$ cat src/rtl/hazard_bubble_ctrl_if.sv
// Interface: hazard_bubble_ctrl_if
// Groups the hazard events, the pipeline-clear pulses and the status signals of
// hazard_bubble_ctrl.
//   master : hazard unit / pipeline side. Drives en, jmp, correct_b and load_use.
//            Observes j_bub, ex_bub, pc_hold, busy and bub_cnt.
//   slave  : the bubble controller.
interface hazard_bubble_ctrl_if;
  logic        en;
  logic        jmp;
  logic        correct_b;
  logic        load_use;
  logic        j_bub;
  logic        ex_bub;
  logic        pc_hold;
  logic        busy;
  logic [31:0] bub_cnt;

  modport master (
    output en, jmp, correct_b, load_use,
    input  j_bub, ex_bub, pc_hold, busy, bub_cnt
  );

  modport slave (
    input  en, jmp, correct_b, load_use,
    output j_bub, ex_bub, pc_hold, busy, bub_cnt
  );
endinterface

$ cat src/rtl/hazard_bubble_ctrl.sv
// Module: hazard_bubble_ctrl
// Bubble/flush controller for the 5-stage pipeline. It converts a jump resolved in ID,
// a branch redirect resolved in EX and a load-use hazard into IF/ID flush (j_bub),
// ID/EX bubble (ex_bub) and PC-hold (pc_hold) pulses. Each pulse lasts a configurable
// number of cycles. Events that arrive from squashed slots are ignored.
// Ports:
//   clk    : rising-edge clock
//   rst_n  : asynchronous reset, active low. All outputs read 0 while it is asserted.
//   bus    : hazard_bubble_ctrl_if.slave
//            inputs  : en, jmp, correct_b, load_use
//            outputs : j_bub, ex_bub, pc_hold, busy, bub_cnt
// Optional feature: define BUB_STATS_EN to get a saturating 32-bit counter on bub_cnt.
// The counter counts the cycles on which any bubble output is active. Without the
// macro, bub_cnt is tied to 0.
module hazard_bubble_ctrl #(
  parameter int unsigned CNT_W       = 3,
  parameter int unsigned JMP_BUBBLES = 1,
  parameter int unsigned BR_BUBBLES  = 2,
  parameter int unsigned LOAD_STALL  = 1
) (
  input logic                 clk,
  input logic                 rst_n,
  hazard_bubble_ctrl_if.slave bus
);

  localparam int unsigned MaxLen = (1 << CNT_W) - 1;

  if ((JMP_BUBBLES < 1) || (JMP_BUBBLES > MaxLen) ||
      (BR_BUBBLES  < 1) || (BR_BUBBLES  > MaxLen) ||
      (LOAD_STALL  < 1) || (LOAD_STALL  > MaxLen)) begin : g_bad_param
`ifdef SYNTHESIS
    $error("hazard_bubble_ctrl: bubble length parameter out of range 1..2^CNT_W-1");
`else
    $fatal(1, "hazard_bubble_ctrl: bubble length parameter out of range 1..2^CNT_W-1");
`endif
  end

  localparam logic [CNT_W-1:0] CntOne  = CNT_W'(1);
  localparam logic [CNT_W-1:0] BrInit  = CNT_W'(BR_BUBBLES - 1);
  localparam logic [CNT_W-1:0] JmpInit = CNT_W'(JMP_BUBBLES - 1);
  localparam logic [CNT_W-1:0] LdInit  = CNT_W'(LOAD_STALL - 1);

  typedef enum logic [1:0] {StIdle, StFlush, StStall} state_e;

  state_e           state_q, state_d;
  logic [CNT_W-1:0] cnt_q, cnt_d;
  logic             j_bub_c, ex_bub_c, pc_hold_c;

  // cnt holds the number of extra cycles still owed after the event cycle.
  always_comb begin
    state_d   = state_q;
    cnt_d     = cnt_q;
    j_bub_c   = 1'b0;
    ex_bub_c  = 1'b0;
    pc_hold_c = 1'b0;
    if (bus.en) begin
      unique case (state_q)
        StIdle, StStall: begin
          // The branch in EX is the oldest instruction, so it also preempts a stall.
          if (bus.correct_b) begin
            j_bub_c  = 1'b1;
            ex_bub_c = 1'b1;
            if (BR_BUBBLES > 1) begin
              state_d = StFlush;
              cnt_d   = BrInit;
            end else begin
              state_d = StIdle;
              cnt_d   = '0;
            end
          end else if (state_q == StStall) begin
            pc_hold_c = 1'b1;
            ex_bub_c  = 1'b1;
            if (cnt_q == CntOne) begin
              state_d = StIdle;
              cnt_d   = '0;
            end else begin
              cnt_d = cnt_q - CntOne;
            end
          end else if (bus.jmp) begin
            j_bub_c = 1'b1;
            if (JMP_BUBBLES > 1) begin
              state_d = StFlush;
              cnt_d   = JmpInit;
            end
          end else if (bus.load_use) begin
            pc_hold_c = 1'b1;
            ex_bub_c  = 1'b1;
            if (LOAD_STALL > 1) begin
              state_d = StStall;
              cnt_d   = LdInit;
            end
          end
        end
        StFlush: begin
          // Events seen here come from slots being squashed.
          j_bub_c = 1'b1;
          if (cnt_q == CntOne) begin
            state_d = StIdle;
            cnt_d   = '0;
          end else begin
            cnt_d = cnt_q - CntOne;
          end
        end
        default: begin
          state_d = StIdle;
          cnt_d   = '0;
        end
      endcase
    end
  end

  always_ff @(posedge clk or negedge rst_n) begin
    if (!rst_n) begin
      state_q <= StIdle;
      cnt_q   <= '0;
    end else begin
      state_q <= state_d;
      cnt_q   <= cnt_d;
    end
  end

  // The outputs are Mealy in IDLE, so they are gated by reset to read 0 at once.
  assign bus.j_bub   = rst_n & j_bub_c;
  assign bus.ex_bub  = rst_n & ex_bub_c;
  assign bus.pc_hold = rst_n & pc_hold_c;
  assign bus.busy    = (state_q != StIdle);

`ifdef BUB_STATS_EN
  logic [31:0] stats_q;

  always_ff @(posedge clk or negedge rst_n) begin
    if (!rst_n) begin
      stats_q <= '0;
    end else if ((j_bub_c | ex_bub_c | pc_hold_c) && (stats_q != 32'hFFFF_FFFF)) begin
      stats_q <= stats_q + 32'd1;
    end
  end

  assign bus.bub_cnt = stats_q;
`else
  assign bus.bub_cnt = 32'd0;
`endif

endmodule

$ cat src/flat_wrapper.sv
// flat-port wrapper written by rule: the top's interface ports become plain ports
module hazard_bubble_ctrl_flat 
#(
  parameter int unsigned CNT_W       = 3,
  parameter int unsigned JMP_BUBBLES = 1,
  parameter int unsigned BR_BUBBLES  = 2,
  parameter int unsigned LOAD_STALL  = 1
)
  (clk, rst_n, bus_en, bus_jmp, bus_correct_b, bus_load_use, bus_j_bub, bus_ex_bub, bus_pc_hold, bus_busy, bus_bub_cnt);
  hazard_bubble_ctrl_if bus_i ();
  input logic clk;
  input logic rst_n;
  input wire logic [$bits(bus_i.en)-1:0] bus_en;
  input wire logic [$bits(bus_i.jmp)-1:0] bus_jmp;
  input wire logic [$bits(bus_i.correct_b)-1:0] bus_correct_b;
  input wire logic [$bits(bus_i.load_use)-1:0] bus_load_use;
  output wire logic [$bits(bus_i.j_bub)-1:0] bus_j_bub;
  output wire logic [$bits(bus_i.ex_bub)-1:0] bus_ex_bub;
  output wire logic [$bits(bus_i.pc_hold)-1:0] bus_pc_hold;
  output wire logic [$bits(bus_i.busy)-1:0] bus_busy;
  output wire logic [$bits(bus_i.bub_cnt)-1:0] bus_bub_cnt;
  assign bus_i.en = bus_en;
  assign bus_i.jmp = bus_jmp;
  assign bus_i.correct_b = bus_correct_b;
  assign bus_i.load_use = bus_load_use;
  assign bus_j_bub = bus_i.j_bub;
  assign bus_ex_bub = bus_i.ex_bub;
  assign bus_pc_hold = bus_i.pc_hold;
  assign bus_busy = bus_i.busy;
  assign bus_bub_cnt = bus_i.bub_cnt;
  hazard_bubble_ctrl #(.CNT_W(CNT_W), .JMP_BUBBLES(JMP_BUBBLES), .BR_BUBBLES(BR_BUBBLES), .LOAD_STALL(LOAD_STALL)) u_core (.clk(clk), .rst_n(rst_n), .bus(bus_i));
endmodule
$ cat config.mk
export PLATFORM = sky130hd
export DESIGN_NAME = hazard_bubble_ctrl_flat
export DESIGN_NICKNAME = d
export VERILOG_FILES = /design/src/rtl/hazard_bubble_ctrl_if.sv /design/src/rtl/hazard_bubble_ctrl.sv /design/src/flat_wrapper.sv
export SDC_FILE = /design/constraint.sdc
export NUM_CORES = 1
export LEC_CHECK = 0
export BUFFER_PORTS_ARGS = -buffer_cell sky130_fd_sc_hd__buf_2
export CORE_MARGIN = 2
export CORE_UTILIZATION = 43
export CTS_CLUSTER_SIZE = 10
export DETAILED_ROUTE_END_ITERATION = 8
export MAX_ROUTING_LAYER = met4
export PLACE_DENSITY = 0.8
export SETUP_SLACK_MARGIN = 0.3
export SKIP_LAST_GASP = 1
export SLEW_MARGIN = 20
export SYNTH_ARGS = -nofsm -noshare
export SYNTH_HDL_FRONTEND = slang
export SYNTH_SLANG_ARGS = --single-unit
export TNS_END_PERCENT = 100
$ cat constraint.sdc
create_clock -name clk -period 4.15 [get_ports clk]
set_clock_uncertainty 0.2 [all_clocks]
set_input_delay 0.415 -clock clk [delete_from_list [all_inputs] [get_ports clk]]
set_output_delay 0.415 -clock clk [all_outputs]
set_load 0.03 [all_outputs]
After elaboration in Yosys (flattened, before gate mapping) --
Cells that the tools add are included. W data, S select, Z words.
Word-level totals: logic and storage cells 36, bits in registers 5, output and inout port bits 36, bits of input ports 6
Cells by class: muxes and demuxes 22, bitwise operators 3, add/subtract/negate cells 1, reduce and logical (&&, ||, !) cells 4, equal/unequal tests 4
Operators by type and width (number):
- $mux W1 | 13
- $mux W3 | 3
- $mux W2 | 3
- $pmux W3 S2 | 1
- $pmux W2 S2 | 1
- $and A1 B1 Y1 | 3
- $eq A3 B1 Y1 const B | 1
- $ne A3 B2 Y1 const B | 1
- $sub A3 B1 Y3 const B | 1
- $eq A2 B1 Y1 const B | 1
- $eq A2 B2 Y1 const B | 1
- $logic_not A2 Y1 | 1
- $pmux W1 S2 | 1
- $reduce_and A2 Y1 | 1
- $reduce_bool A2 Y1 | 1
- $reduce_or A2 Y1 | 1

Logic depth before layout (Yosys ltp) --
depth after elaboration 7, gate-level depth with buffers 5, gate-level depth less buffers 5

Least setup slack after synthesis --
No wires, ideal clock.
path kind reg2out, from register u_core.state_q[0], to output port bus_pc_hold, data arrival time 1555 ps, cell stages (with the launch flop) 3, slack 1980 ps, data required time 3535 ps, path buffers 1, cells stage by stage dfrtp_1 > buf_2 > nor4_1
On the way: cells in the longest elaborated chain, start to end 6, elaborated cells on any way between the ends 8, those cells by class eq/ne (1); mux (4); bitwise (1); reduce/logical (2)
RTL lines:
- from (decl) | line hazard_bubble_ctrl.sv:45 | state_e state_q, state_d;
- from (signal assigned) | line hazard_bubble_ctrl.sv:114 | state_q <= StIdle;
- from (signal assigned) | line hazard_bubble_ctrl.sv:117 | state_q <= state_d;
- $eq A2 B2 Y1 | line hazard_bubble_ctrl.sv:57, hazard_bubble_ctrl.sv:70
- $mux W1 | line hazard_bubble_ctrl.sv:70 | end else if (state_q == StStall) begin
- $mux W1 | line hazard_bubble_ctrl.sv:60 | if (bus.correct_b) begin
- $mux W1 (*) | line hazard_bubble_ctrl.sv:57 | unique case (state_q)
- $mux W1 (*) | line hazard_bubble_ctrl.sv:56 | if (bus.en) begin
- $and A1 B1 Y1 (*) | line hazard_bubble_ctrl.sv:125 | assign bus.pc_hold = rst_n & pc_hold_c;
- to (decl) | line flat_wrapper.sv:19 | output wire logic [$bits(bus_i.pc_hold)-1:0] bus_pc_hold;
Mark *: on every way between the ends. The rest lies on a longest branch, timed or not.

Worst setup path after layout --
from input port rst_n, to output port bus_ex_bub
On the way: cells in the longest elaborated chain, start to end 1
RTL lines:
- from (decl) | line flat_wrapper.sv:12 | input logic rst_n;
- $and A1 B1 Y1 | line hazard_bubble_ctrl.sv:124 | assign bus.ex_bub = rst_n & ex_bub_c;
- to (decl) | line flat_wrapper.sv:18 | output wire logic [$bits(bus_i.ex_bub)-1:0] bus_ex_bub;
No other way between the ends.

==> flow_summary.html <==
<table>
<tr><th>Metric</th><th>Value</th></tr>
<tr><th colspan="2">Job</th></tr>
<tr><td>Max-capacitance violation count</td><td>0</td></tr>
<tr><th colspan="2">Placed design</th></tr>
<tr><td>Port-buffer cells</td><td>9</td></tr>
<tr><td>Placed Area</td><td>545.5 sq um</td></tr>
<tr><td>Final weighted congestion in routability-driven placement</td><td>0.7154</td></tr>
<tr><td>Placed wire-length estimate</td><td>663 um</td></tr>
<tr><th colspan="2">Clocking</th></tr>
<tr><td>Root buffer cell</td><td>clkbuf_4</td></tr>
<tr><td>Setup fix buffers added after clock tree synthesis</td><td>0</td></tr>
<tr><td>Max clock buf depth</td><td>2</td></tr>
<tr><td>CTS tree</td><td>done</td></tr>
<tr><td>Total clock buffers created by CTS</td><td>3</td></tr>
<tr><td>CTS Sinks</td><td>5</td></tr>
<tr><td>Htree depth</td><td>1</td></tr>
<tr><td>Clock-pin slew reported for the worst setup and hold paths after clock tree synthesis</td><td>0.04 ns</td></tr>
<tr><td>Clock latency at the later pin of the worst-skew pair</td><td>roughly 0.23 ns</td></tr>
<tr><th colspan="2">Timing</th></tr>
<tr><td>Sum of negative setup slack</td><td>0 ns</td></tr>
<tr><td>Highest clock frequency the design can meet</td><td>roughly 440 MHz</td></tr>
<tr><td>Unrepaired setup endpoints after global routing</td><td>false</td></tr>
<tr><td>Time the worst path needs with I/O delays and setup</td><td>2.281 ns</td></tr>
<tr><td>Max Transition Viols Final</td><td>0</td></tr>
<tr><td>Final cycle utilization of the critical path</td><td>0.5496</td></tr>
<tr><td>Hold slack final</td><td>between 0.2 and 0.3 ns</td></tr>
<tr><td>Number of failing setup endpoints in the final timing report</td><td>0</td></tr>
<tr><td>Hold Vio Cnt, Final</td><td>0</td></tr>
<tr><th colspan="2">Routing</th></tr>
<tr><td>Routed vias/inst</td><td>3.970</td></tr>
<tr><td>Total wire length</td><td>788 um</td></tr>
<tr><td>DR iter-0 viols</td><td>7</td></tr>
<tr><td>Average wire per standard cell</td><td>7.802 um</td></tr>
<tr><td>Iteration count of the initial detailed-routing pass</td><td>4</td></tr>
<tr><td>Vias</td><td>approximately 400</td></tr>
<tr><td>Remaining routing DRC violations</td><td>0</td></tr>
<tr><td>Antenna Violating Nets Remaining</td><td>0</td></tr>
<tr><th colspan="2">Synthesis</th></tr>
<tr><td>Post-synthesis cell area</td><td>about 610 sq um</td></tr>
<tr><td>Number of storage elements in the synthesis netlist</td><td>5</td></tr>
<tr><td>Synth Instances</td><td>74</td></tr>
<tr><td>Largest cells by area after synthesis</td><td>buf_4, dfrtp_1, ha_1</td></tr>
<tr><td>Biggest area consumer among synthesized cells</td><td>buf_4</td></tr>
<tr><td>Sequential fraction of the synthesis area</td><td>0.2049</td></tr>
<tr><td>Number of library cell types mapped by synthesis</td><td>26</td></tr>
<tr><td>Post-Synthesis Mean Instance Area</td><td>just over 8 sq um</td></tr>
<tr><td>Count of warnings emitted by yosys</td><td>0</td></tr>
<tr><td>Proportion of netlist area held by the largest area contributor</td><td>0.3934</td></tr>
<tr><th colspan="2">Global routing</th></tr>
<tr><td>Total grt overflow</td><td>0</td></tr>
<tr><td>Global-route wire length before repair</td><td>1173 um</td></tr>
<tr><td>Number of antenna violations at the first check in global routing</td><td>0</td></tr>
<tr><td>Pin count of the biggest net entering global routing</td><td>13</td></tr>
<tr><td>Via count of the first global-routing pass</td><td>312</td></tr>
<tr><td>Overall fraction of global-route tracks in use</td><td>0.09369</td></tr>
<tr><th colspan="2">Die</th></tr>
<tr><td>Starting density of the core</td><td>0.4634</td></tr>
<tr><td>Die height</td><td>41.68 um</td></tr>
<tr><td>Die Width</td><td>41.68 um</td></tr>
<tr><td># IOs</td><td>42</td></tr>
<tr><td>Die area</td><td>0.001737 sq mm</td></tr>
<tr><td>Area of the placeable core</td><td>0.001318 sq mm</td></tr>
<tr><td>Standard-cell rows</td><td>13</td></tr>
<tr><th colspan="2">Critical path</th></tr>
<tr><td>Crit path required time</td><td>3.53 ns</td></tr>
<tr><td>Crit end category</td><td>output port</td></tr>
<tr><td>Critical path startpoint category</td><td>primary input</td></tr>
<tr><td>Critical Setup Path Class</td><td>primary input to output port</td></tr>
<tr><td>Arrival time of the worst setup path</td><td>1.67 ns</td></tr>
<tr><td>Peak fanout along the critical path</td><td>6</td></tr>
<tr><th colspan="2">Power and ir drop</th></tr>
<tr><td>Maximum ir drop on the vdd rail</td><td>0.0002384 V</td></tr>
<tr><td>Static Leakage</td><td>0.3222 nW</td></tr>
<tr><td>Power per cell area</td><td>529.5 mW/mm^2</td></tr>
<tr><th colspan="2">Final layout</th></tr>
<tr><td>Layout-stage area growth over the synthesis result</td><td>-4.713%</td></tr>
<tr><td>ANT cells</td><td>0</td></tr>
<tr><td>Final net count</td><td>95</td></tr>
<tr><td>Final std cell area, no fill</td><td>581.8 sq um</td></tr>
<tr><td>Commonest cells after routing, fill and taps aside</td><td>conb_1, buf_2, dfrtp_1, inv_1</td></tr>
<tr><td>Number of fill cells</td><td>144</td></tr>
<tr><td>Layout cells sized above 1</td><td>0.1977</td></tr>
<tr><td>Most common library cell in the layout ignoring fill and taps</td><td>conb_1</td></tr>
<tr><th colspan="2">Hold path</th></tr>
<tr><td>Worst min path class</td><td>primary input to flop</td></tr>
<tr><th colspan="2">Outcome</th></tr>
<tr><td>Outcome</td><td>finished clean</td></tr>
</table>
metal layers:
metal / GRT usage / share of wire / vias to the layer above
met5: - / 0 / -
met4: 0.09677 / 0 / 0
met3: 0.01739 / 0.093 / 0
met2: 0.1438 / 0.53 / 23
met1: 0.09651 / 0.38 / 177
li1: - / - / 201
registers in the layout, summed over array words and instances (netlist names):
name	flops
u_core.cnt_q	3
u_core.state_q	2
per-stage QoR:
stage | util | instances | setup WS (ns) | total power [W]
floorplan | - | 105 | 1.980 | 0.0002515
global placement | 0.4141 | 96 | 2.442 | 0.0002501
detailed placement | 0.4141 | 96 | 2.380 | 0.0002532
CTS | 0.4416 | 101 | 1.840 | 0.0003111
global route | 0.4416 | 101 | 1.770 | 0.0003336
finish | 0.4416 | 101 | 1.869 | 0.0003081
cell type report:
class | count | area [sq um] | share of cell area
inverter | 4 | 15.01 | 0.02581
sequential | 5 | 125.1 | 0.2151
multi-input combinational | 63 | 341.6 | 0.5871
timing repair buffer | 10 | 55.05 | 0.09462
clock buffer | 4 | 26.28 | 0.04516
tap | 15 | 18.77 | 0.03226
critical path: stages:
cell and delay [ns]:
dlygate4sd3_1 0.51, buf_2 0.16, nand2_1 0.11, a211oi_1 0.23
buf_2 0.24
where the power goes:
| group | total [W] | internal [W] | leakage [nW] | switching (W) |
|---|---|---|---|---|
| Sequential | 0.0000920 | 0.0000680 | 0.0609 | 0.0000240 |
| Combinational | 0.000162 | 0.0000611 | 0.246 | 0.000101 |
| Clock | 0.0000537 | 0.0000362 | 0.0150 | 0.0000175 |
| Total | 0.000308 | 0.000165 | 0.322 | 0.000143 |
cells by family (layout without fill, tap and decap cells):
kind of cell	after synthesis	count (layout)	synth area share
multiplexers	2	2	0.04302
AO/OA/AOI/OAI	11	11	0.1168
buffers and inverters	37	18	0.4262
AND/OR/NAND/NOR	16	16	0.1619
other	1	32	0.006142
flip-flops	5	5	0.2049
adder cells (fa/ha/maj)	2	2	0.04098
cells in the mapped netlist:
cell	count
nor4_1	1
mux2_4	1
and2b_1	1
conb_1	1
o31a_1	1
ha_1	2
nand2_1	2
nor2_1	3
a211oi_1	1
or2_2	1
a22o_2	1
inv_1	4
a31oi_1	1
dfrtp_1	5
nor4b_2	1
buf_4	32
a21oi_1	3
mux2_2	1
o21ai_0	2
o22ai_1	1
a21boi_0	1
nand4_1	1
buf_2	1
nand3b_1	1
nor2b_1	3
nand2b_1	2
final timing paths:
kind / start / end / slack, ns / cells past startpoint
min in group asynchronous: rst_n / u_core.cnt_q[0]$_DFFE_PN0P_ / 0.31 / 2
max: rst_n / bus_ex_bub / 1.87 / 5
max reg2reg: u_core.state_q[0]$_DFFE_PN0P_ / u_core.cnt_q[2]$_DFFE_PN0P_ / 2.58 / 3
max in group asynchronous: rst_n / u_core.state_q[0]$_DFFE_PN0P_ / 3.30 / 2
min: bus_en / u_core.state_q[1]$_DFFE_PN0P_ / 0.28 / 2
min reg2reg: u_core.cnt_q[1]$_DFFE_PN0P_ / u_core.cnt_q[1]$_DFFE_PN0P_ / 0.31 / 1
repair_timing:
action | in CTS | in global routing
hold endpoints to repair | 5 | 0
hold buffers | 1 | 0
gates resized for setup | 0 | 0
Power figures use the tool's default switching activity.
